### config.mk
export PLATFORM = sky130hd
export DESIGN_NAME = int2fp_serial
export DESIGN_NICKNAME = d
export VERILOG_FILES = /design/src/rtl/fp32_pkg.sv /design/src/rtl/fp32_round_rne.sv /design/src/rtl/int2fp_serial.sv
export SDC_FILE = /design/constraint.sdc
export NUM_CORES = 1
export LEC_CHECK = 0
export BUFFER_PORTS_ARGS = -buffer_cell sky130_fd_sc_hd__buf_4
export CAP_MARGIN = 10
export CORE_ASPECT_RATIO = 1.25
export CORE_MARGIN = 10
export CORE_UTILIZATION = 52
export DETAILED_ROUTE_END_ITERATION = 8
export PLACE_DENSITY = 0.74
export SYNTH_ARGS = -nofsm -noshare
export SYNTH_HDL_FRONTEND = slang
export SYNTH_SLANG_ARGS = --single-unit
### constraint.sdc
create_clock -name clk -period 2.9 [get_ports clk]
set_clock_uncertainty 0.15 [all_clocks]
set_input_delay 0.725 -clock clk [delete_from_list [all_inputs] [get_ports clk]]
set_output_delay 0.725 -clock clk [all_outputs]
set_load 0.02 [all_outputs]
### src/rtl/fp32_pkg.sv
// Shared FP32 field widths, exponent constants and converter state encoding.
package fp32_pkg;

   localparam int EXP_BIAS = 127;
   localparam int EXP_W    = 8;
   localparam int MANT_W   = 23;
   localparam int INT_W    = 32;

   // Exponent of an operand whose leading one already sits at bit 31.
   localparam logic [EXP_W-1:0] EXP_INIT = 8'd158;

   typedef enum logic [1:0] {
      IDLE  = 2'd0,
      NORM  = 2'd1,
      ROUND = 2'd2,
      DONE  = 2'd3
   } state_t;

endpackage

### src/rtl/fp32_round_rne.sv
// Rounds a left-normalized 32-bit magnitude to a packed FP32 value,
// using round-to-nearest-even.
module fp32_round_rne
   import fp32_pkg::*;
(
   input  logic             sign,
   input  logic [EXP_W-1:0] exp_in,
   input  logic [INT_W-1:0] mag,
   output logic [INT_W-1:0] fp_out
);

   logic [MANT_W:0]  mant_sum;
   logic [EXP_W-1:0] exp_adj;

   function automatic logic rne_up(input logic lsb, input logic guard, input logic sticky);
      return guard & (sticky | lsb);
   endfunction

   // Bit 31 is the hidden one; a carry out of the mantissa lands on 1.0 * 2^(e+1).
   always_comb begin
      mant_sum = {1'b0, mag[INT_W-2 -: MANT_W]}
               + {{MANT_W{1'b0}}, rne_up(mag[8], mag[7], |mag[6:0])};
      exp_adj  = exp_in + {{(EXP_W-1){1'b0}}, mant_sum[MANT_W]};
      fp_out   = {sign, exp_adj, mant_sum[MANT_W-1:0]};
   end

endmodule

### src/rtl/int2fp_serial.sv
// Serial signed int32 -> FP32 converter: one normalization shift per cycle,
// then a single rounding cycle, with valid/ready handshakes on both sides.
module int2fp_serial
   import fp32_pkg::*;
(
   input  logic                    clk,
   input  logic                    reset,
   input  logic                    in_valid,
   output logic                    in_ready,
   input  logic signed [INT_W-1:0] in_data,
   output logic                    out_valid,
   input  logic                    out_ready,
   output logic        [INT_W-1:0] out_data
);

   state_t           state;
   state_t           state_nx;
   logic             sign_r;
   logic [INT_W-1:0] mag_r;
   logic [EXP_W-1:0] exp_r;
   logic [INT_W-1:0] abs_in;
   logic [INT_W-1:0] rnd_data;

   // Negating -2^31 wraps back to 0x80000000, which is the wanted magnitude.
   function automatic logic [INT_W-1:0] magnitude(input logic signed [INT_W-1:0] v);
      logic [INT_W-1:0] neg;
      neg = $unsigned(-v);
      return v[INT_W-1] ? neg : $unsigned(v);
   endfunction

   assign abs_in    = magnitude(in_data);
   assign in_ready  = (state == IDLE);
   assign out_valid = (state == DONE);

   fp32_round_rne u_round (
      .sign   (sign_r),
      .exp_in (exp_r),
      .mag    (mag_r),
      .fp_out (rnd_data)
   );

   always_comb begin
      state_nx = state;
      case (state)
         IDLE:    if (in_valid) state_nx = (abs_in == '0) ? DONE : NORM;
         NORM:    if (mag_r[INT_W-1]) state_nx = ROUND;
         ROUND:   state_nx = DONE;
         DONE:    if (out_ready) state_nx = IDLE;
         default: state_nx = IDLE;
      endcase
   end

   always_ff @(posedge clk or negedge reset) begin
      if (!reset) begin
         state    <= IDLE;
         sign_r   <= 1'b0;
         mag_r    <= '0;
         exp_r    <= '0;
         out_data <= '0;
      end else begin
         state <= state_nx;
         case (state)
            IDLE: begin
               if (in_valid) begin
                  sign_r <= in_data[INT_W-1];
                  mag_r  <= abs_in;
                  exp_r  <= EXP_INIT;
                  if (abs_in == '0) out_data <= '0;
               end
            end
            NORM: begin
               if (!mag_r[INT_W-1]) begin
                  mag_r <= mag_r << 1;
                  exp_r <= exp_r - 1'b1;
               end
            end
            ROUND:   out_data <= rnd_data;
            default: ;
         endcase
      end
   end

endmodule

# Yosys cells after proc, flatten, opt, wreduce, memory -nomap -nowiden
# Cells that the tools add are included.
[totals]
regBits = 75
latch_bits = 0
mem_bits_rw = 0
mem_bits_ro = 0
in_bits = 36
output_inout_bits = 34
word_cells = 45
memories = 0
[classes]
add_sub_neg = 4
mul = 0
div = 0
n_lt_le_gt_ge = 0
n_eq_ne = 8
n_shift = 0
mux = 15
bitwise = 2
n_reduce_logical = 10
[ops]
columns = ["op", "count"]
rows = [
  ["$mux W32", 5],
  ["$pmux W32 S2", 2],
  ["$logic_not A32 Y1", 1],
  ["$neg A32 Y32", 1],
  ["$add A23 B1 Y24", 1],
  ["$mux W8", 2],
  ["$pmux W8 S2", 1],
  ["$reduce_and A3 Y1", 3],
  ["$add A8 B1 Y8", 1],
  ["$mux W2", 4],
  ["$pmux W2 S4", 1],
  ["$sub A8 B1 Y8 const B", 1],
  ["$reduce_or A7 Y1", 1],
  ["$ne A2 B2 Y1 const B", 3],
  ["$eq A2 B2 Y1 const B", 2],
  ["$ne A2 B1 Y1 const B", 2],
  ["$reduce_and A2 Y1", 2],
  ["$reduce_bool A2 Y1", 2],
  ["$eq A2 B1 Y1 const B", 1],
  ["$logic_not A2 Y1", 1],
  ["$and A1 B1 Y1", 1],
  ["$or A1 B1 Y1", 1],
]

# Depth between registers and ports, before layout
# Gate-level depths: netlist of the first run.
[logic_depth]
ltp_word = 6
depth_mapped = 12
depth_no_buf = 11

# Cells and area by module
# A second synthesis of the first run with hierarchy kept.
[unflattened]
cells_unflattened = 665
area_unflattened_um2 = 5818.1
[modules_own_cells]
columns = ["module", "instances", "cells_per_inst", "area_each_um2", "seq_area_each_um2"]
rows = [
  ["int2fp_serial", 1, 581, 5236.3, 1876.8],
  ["fp32_round_rne", 1, 84, 581.8, 0.0],
]

# Worst setup path after synthesis of the first run
# Ideal clock, no wire load.
[synth_timing]
path_type = "in2reg"
from = "input port in_data[0]"
to = "register out_data[1]"
setup_ns = 0.122
arrival_ns = 3.501
required_time_ns = 2.628
path_slack_ns = -0.872
stages = 12
n_path_buf = 1
cell_sequence = "inv_1 ha_1 nor4b_1 nand4_1 nand2b_1 o21ai_0 xor2_1 or4b_4 o41ai_4 o21ai_2 buf_2 a32o_1"
[synth_between]
elab_chain_len = 5
[synth_lines]
columns = ["item", "line_no", "source"]
rows = [
  ["start, declared", "int2fp_serial.sv:10", "input logic signed [INT_W-1:0] in_data,"],
  ["$neg A32 Y32", "int2fp_serial.sv:27", "neg = $unsigned(-v);"],
  ["$mux W32 *", "int2fp_serial.sv:28", "return v[INT_W-1] ? neg : $unsigned(v);"],
  ["$logic_not A32 Y1 *", "int2fp_serial.sv:68", "if (abs_in == '0) out_data <= '0;"],
  ["$ne A2 B1 Y1 (no source line) *", "--", ""],
  ["$reduce_and A3 Y1 (no source line) *", "--", ""],
  ["end signal, assigned", "int2fp_serial.sv:77", "ROUND: out_data <= rnd_data;"],
  ["end, declared", "int2fp_serial.sv:13", "output logic [INT_W-1:0] out_data"],
]
# Every way passes the cells marked *; elsewhere a longest branch is shown, timed or not.
# A chain may end at the register's enable or synchronous reset.

# Worst setup path in the final report of the first run
[layout_timing]
from = "input port in_data[0]"
to = "register out_data[14]"
# The elaborated chain is that of the path after synthesis.

==> results.yml, run 1 <==
clocking:
  clk_pin_slew_worst_paths_ps: 60
  htreeDepth: 3
  clock_sinks: 75
  clockBufferDepth: 2
  cts_root_buf: "clkbuf_16"
  clock_latency_ps: 330
  cts_tree: "yes"
  cts_inserted_buffers: 9
routing:
  via_per_inst: 5.68
  drc: 0
  drt_wl_total_mm: 13.1
  drtIter0Drc: 305
  postRouteAntennaNets: 0
  wire_per_inst_um: 15.8
  dr.pass1.iters: 5
  vias: 4712
cells_and_area:
  drive_gt1_share_pct: 32.2
  post-route-util_pct: 73.5
  syn2layout_area_growth_pct: 38.5
  n_antenna_cell: 0
  fin_nets: 747
  fin_cells: 829
die:
  dieArea_um2: 13600
  fp.dieH_um: 128
  fp.dieW_um: 106
  rows: 39
  core_um2: 9130
  start_util_pct: 53.1
  io_pins: 70
worst_hold_path:
  hold_start: "out_data[30]$_DFFE_PN0P_"
  min_to: "out_data[30]$_DFFE_PN0P_"
  worstHoldPathCells: 1
  hp-class: "register to register"
yosys:
  yosys_warnings: 0
  synth_area_um2: 4840
  ys_seq_area_share_pct: 38.7
  yosysMostFrequentCell: "dfrtp_1"
  yosysTopAreaCellShare_pct: 38.7
  synthTopCellsByCount: "dfrtp_1 (75), nor2_1 (56), nand2_1 (55)"
  ys_async_sr_fraction_pct: 100
  ys.flop_type: "dfrtp_1"
  netlist_instances: 551
  syn-num-nets: 597
  synth.avg_cell_area_um2: 8.79
  synth_top_cell_by_area: "dfrtp_1"
  synth_edf_count: 0
  yosysUniqueCellTypes: 61
  ys_ff_latch: 75
  ys_top_cells_by_area: "dfrtp_1 (39%), xor2_1 (6.3%), o2bb2ai_1 (4.9%)"
sta:
  slew_headroom_pct: 38.0
  hold_viol_final: 0
  tns_ps: -16120
  holdWs_ps: 335
  rsz0062_at_grt: "true"
  tightest_slew_ps: 931
  maxSlewViolCount: 0
  setup_slack_ps: -517
  min_period_over_period_pct: 118
  min_period_ps: 3420
  max_freq_mhz: 293
  setup_viol: 33
worst_setup_path:
  cpLargestDelayFamily: "simple AND/OR/NAND/NOR gates"
  worst_path_most_repeated_cell: "buf_4"
  r2r-start: "state[0]$_DFFE_PN0P_"
  crit_type: "input port to register"
  ff2ff_path_depth: 11
  slowest_delay_ps: 530
  worstSetupEndpointType: "register"
  slowest_stage: "or4b_4"
  crit_arrival_ps: 3520
  startpoint_type: "input port"
  r2r_slack_ps: 180
  reg2reg_to: "out_data[14]$_DFFE_PN0P_"
  path_cells: "buf_4 > inv_1 > ha_4 > nor4b_4 > nand4_1 > nand2b_1 > o21ai_1 > xor2_1 > or4b_4 > o41ai_4 > buf_4 > nand2_2 > buf_12 > o2bb2ai_1"
  critPathRequiredTime_ps: 3000
  worstPathMaxFanout: 27
  cp_num_buf_inv: 4
global_routing:
  antenna_found_initial: 0
  grt_pass1_vias: 4696
  grt_first_pass_wirelength_mm: 22.1
  grt-ovfl-total: 0
  grt_use_total_pct: 19.4
  grt_max_degree: 76
run_status:
  status: "finished, violations left"
  failed_checks: "negative setup slack"
placed_design:
  dp_cells: 801
  portBuffers: 69
  hpwl_mm: 9.69
  routabilityCongestion: 0.870
job:
  maxCapViolCount: 0
power:
  ir_drop_mv: 0.372
  power_density_nw_per_um2: 861
  leakage_uw: 0.00298
  total_power_uw: 5780
-- layout by cell type, fill, tap and decap left out, types with 4 or more instances in the layout --
| master | count |
|---|---|
| nor2_1 | 55 |
| buf_6 | 4 |
| and3_1 | 4 |
| nand3_1 | 18 |
| or4_1 | 5 |
| dfrtp_1 | 75 |
| nor4_1 | 5 |
| xor2_1 | 34 |
| xnor2_1 | 25 |
| a31oi_1 | 4 |
| clkbuf_16 | 9 |
| a21oi_1 | 33 |
| a211oi_1 | 5 |
| nand4_1 | 11 |
| inv_1 | 12 |
| nor3_1 | 9 |
| a32o_1 | 5 |
| or3_1 | 5 |
| ha_1 | 9 |
| o21ai_0 | 40 |
| buf_4 | 172 |
| nand2_1 | 55 |
| o2bb2ai_1 | 26 |
-- area by class of cell --
class,instances,area [um^2]
multi-input cells,423,2920
well taps,123,154
flip-flops and latches,75,1880
clock inverters,4,72.6
repair buffers,179,1380
inverters,13,48.8
clock buffers,12,256
fillers,693,2410
-- what timing repair did --
action                                  CTS  global route
setup buffers                             9             2
resized for setup                        13             8
cloned                                    1             0
hold buffers                              0             0
endpoints found under the setup margin   33            35
pin swaps                                 8             2
-- worst register-to-register path: cells and delay by family (launching register included) --
family | cells | cell delay, ps
flip-flops | 1 | 390
buffers and inverters | 3 | 440
AND/OR/NAND/NOR | 5 | 1050
AO/OA/AOI/OAI | 2 | 430
adder cells (fa/ha/maj) | 1 | 180
-- kinds of logic (layout without fill, tap and decap cells) --
family	count (synthesis)	count (layout)	share of synthesized area [%]
compound gates	147	147	20.8
xor+xnor	60	60	10.8
fa+ha+maj	10	10	2.58
buf+inv	53	208	4.39
flops	75	75	38.7
mux	6	6	1.34
simple gates	200	200	21.3
-- worst max path at each step --
stage	start	end	cells after the start
detailed placement	in_data[4]	out_data[14]$_DFFE_PN0P_	13
CTS	in_data[4]	out_data[14]$_DFFE_PN0P_	13
global route	in_data[4]	out_data[14]$_DFFE_PN0P_	14
floorplan	in_data[4]	out_data[1]$_DFFE_PN0P_	11
finish	in_data[0]	out_data[14]$_DFFE_PN0P_	14
global placement	in_data[1]	out_data[19]$_DFFE_PN0P_	12
-- registers in the layout, indices dropped and copies added, names as in the netlist --
signal    flops
out_data     32
state         2
mag_r        32
exp_r         8
sign_r        1
-- per-stage QoR --
stage | setup WS (ps) | instance area [um^2]
4_1_cts | -528 | 6660
2_1_floorplan | -765 | 4930
3_5_place_dp | -1090 | 6170
3_3_place_gp | -988 | 6170
6_report | -517 | 6710
5_1_grt | -710 | 6710
-- where the power goes --
part / switching, uW / leakage [uW] / internal [uW]
Clock: 406 / 0.000159 / 798
Sequential: 427 / 0.000931 / 1500
Combinational: 1470 / 0.00189 / 1180
Total: 2310 / 0.00298 / 3480
-- per-layer routing --
layer | GRT usage [%] | up-vias | wire, um
met5 | 0 | - | 0
met3 | 3.77 | 21 | 723
met2 | 33.3 | 143 | 6680
met4 | 7.66 | 0 | 267
met1 | 23.3 | 2261 | 5380
li1 | - | 2287 | -
No activity file was read; power rests on OpenSTA's default activity.
==> inputs of run 2 (changes only) <==
- GPL_TIMING_DRIVEN: default -> 0
==> results.yml, run 2 (synthesized netlist as in run 1, its figures left out) <==
clocking:
  holdBufCountCts: 0
  cts_root_buf: "clkbuf_16"
  cts_inserted_buffers: 9
  clock_sinks: 75
  htreeDepth: 3
  clockBufferDepth: 2
  clk_pin_slew_worst_paths_ps: 50
  cts_tree: "yes"
  clock_latency_ps: 340
routing:
  drc: 0
  dr.pass1.iters: 5
  drtIter0Drc: 254
  wire_per_inst_um: 16.8
  postRouteAntennaNets: 0
  drt_wl_total_mm: 12.8
  via_per_inst: 5.81
  vias: 4442
cells_and_area:
  syn2layout_area_growth_pct: 26.1
  fin_nets: 687
  drive_gt1_share_pct: 23.5
  final_common_cell: "buf_4"
  multi_input_area_um2: 2970
  post-route-util_pct: 66.9
  top_regs: "mag_r: 32 flops, out_data: 32 flops, exp_r: 8 flops"
  fillers: 759
  fin_cells: 765
  register_area_um2: 1880
  n_antenna_cell: 0
  final_cell_mix: "buf_4 (79), dfrtp_1 (75), nor2_1 (55)"
die:
  fp.dieH_um: 128
  io_pins: 70
  dieArea_um2: 13600
  start_util_pct: 53.1
  fp.dieW_um: 106
  rows: 39
  core_um2: 9130
run_status:
  failed_checks: "negative setup slack"
  status: "finished, violations left"
placed_design:
  portBuffers: 60
  hpwl_mm: 9.57
  routabilityCongestion: 0.892
  dp_cells: 734
  dpl_worst_slack_ps: -1490
power:
  power_density_nw_per_um2: 902
  ir_drop_mv: 0.346
  total_power_uw: 5510
  leakage_uw: 0.00256
sta:
  max_freq_mhz: 285
  min_period_ps: 3510
  setup_viol: 33
  min_period_over_period_pct: 121
  slew_headroom_pct: 39.0
  rsz0062_at_grt: "true"
  maxSlewViolCount: 0
  hold_viol_final: 0
  tns_ps: -18470
  tightest_slew_ps: 915
  setup_slack_ps: -606
global_routing:
  antenna_found_initial: 0
  grt_pass1_vias: 4409
  grt-ovfl-total: 0
  grt_first_pass_wirelength_mm: 21.2
  grt_use_total_pct: 18.9
  grt_max_degree: 76
worst_setup_path:
  r2r_slack_ps: -140
  crit_path_end: "out_data[28]$_DFFE_PN0P_"
  worstPathMaxFanout: 6
  critPathRequiredTime_ps: 2970
  worstSetupEndpointType: "register"
  ff2ff_path_depth: 11
  critPathLaunch: "in_data[1]"
  startpoint_type: "input port"
  crit_arrival_ps: 3580
  r2r-start: "state[1]$_DFFE_PN0P_"
  reg2reg_to: "out_data[28]$_DFFE_PN0P_"
  crit_type: "input port to register"
worst_hold_path:
  hp-class: "register to register"
job:
  maxCapViolCount: 0
==> run 2: power by group <==
part	switching (uW)	internal (uW)	total, uW
logic	1570	1110	2680
clock network	385	558	942
registers	396	1500	1890
==> run 2: worst max-delay path, stage by stage <==
cell      delay (ps)
buf_4            140
or2_2            320
o21ai_0          190
xor2_1           230
nor4bb_4         320
nand4_1          160
or4b_4           590
o41ai_4          250
buf_4            180
o21ai_4           90
buf_6            160
a32o_1           200
==> run 2: final cells by class <==
cell class / count / share of cell area, %
well taps: 123 / 2.52
clock inverters: 1 / 0.0820
inverters: 13 / 0.820
repair buffers: 81 / 10.2
multi-input cells: 423 / 48.6
clock buffers: 11 / 3.81
flip-flops and latches: 75 / 30.7
plain buffers: 38 / 3.24
==> run 2: worst min path at each step <==
stage / startpoint / endpoint / depth (start not counted)
6_report: out_data[20]$_DFFE_PN0P_ / out_data[20]$_DFFE_PN0P_ / 1
5_1_grt: out_data[29]$_DFFE_PN0P_ / out_data[29]$_DFFE_PN0P_ / 1
4_1_cts: out_data[20]$_DFFE_PN0P_ / out_data[20]$_DFFE_PN0P_ / 1
3_5_place_dp: out_data[16]$_DFFE_PN0P_ / out_data[16]$_DFFE_PN0P_ / 1
3_3_place_gp: sign_r$_DFFE_PN0P_ / sign_r$_DFFE_PN0P_ / 2
2_1_floorplan: reset / exp_r[0]$_DFFE_PN0P_ / 0
==> run 2: routing by layer <==
layer / vias to the layer above / share of wire (%) / global-route usage [%]
met2: 141 / 49 / 31.8
met4: 0 / 2.4 / 9.74
met1: 2105 / 43 / 22.5
met5: - / 0 / 0
li1: 2169 / - / -
met3: 27 / 5.3 / 3.77
==> run 2: repair_timing <==
action,CTS,global route
buffers inserted,16,5
gates cloned,1,0
hold endpoints to repair,0,0
pin swaps,9,8
resized for setup,22,24
endpoints found under the setup margin,36,37
==> run 2: metrics by stage <==
stage	hold slack [ps]	instance area, um^2
finish	335	6110
global route	350	6110
CTS	341	5980
detailed placement	325	5530
global placement	317	5530
floorplan	279	4930
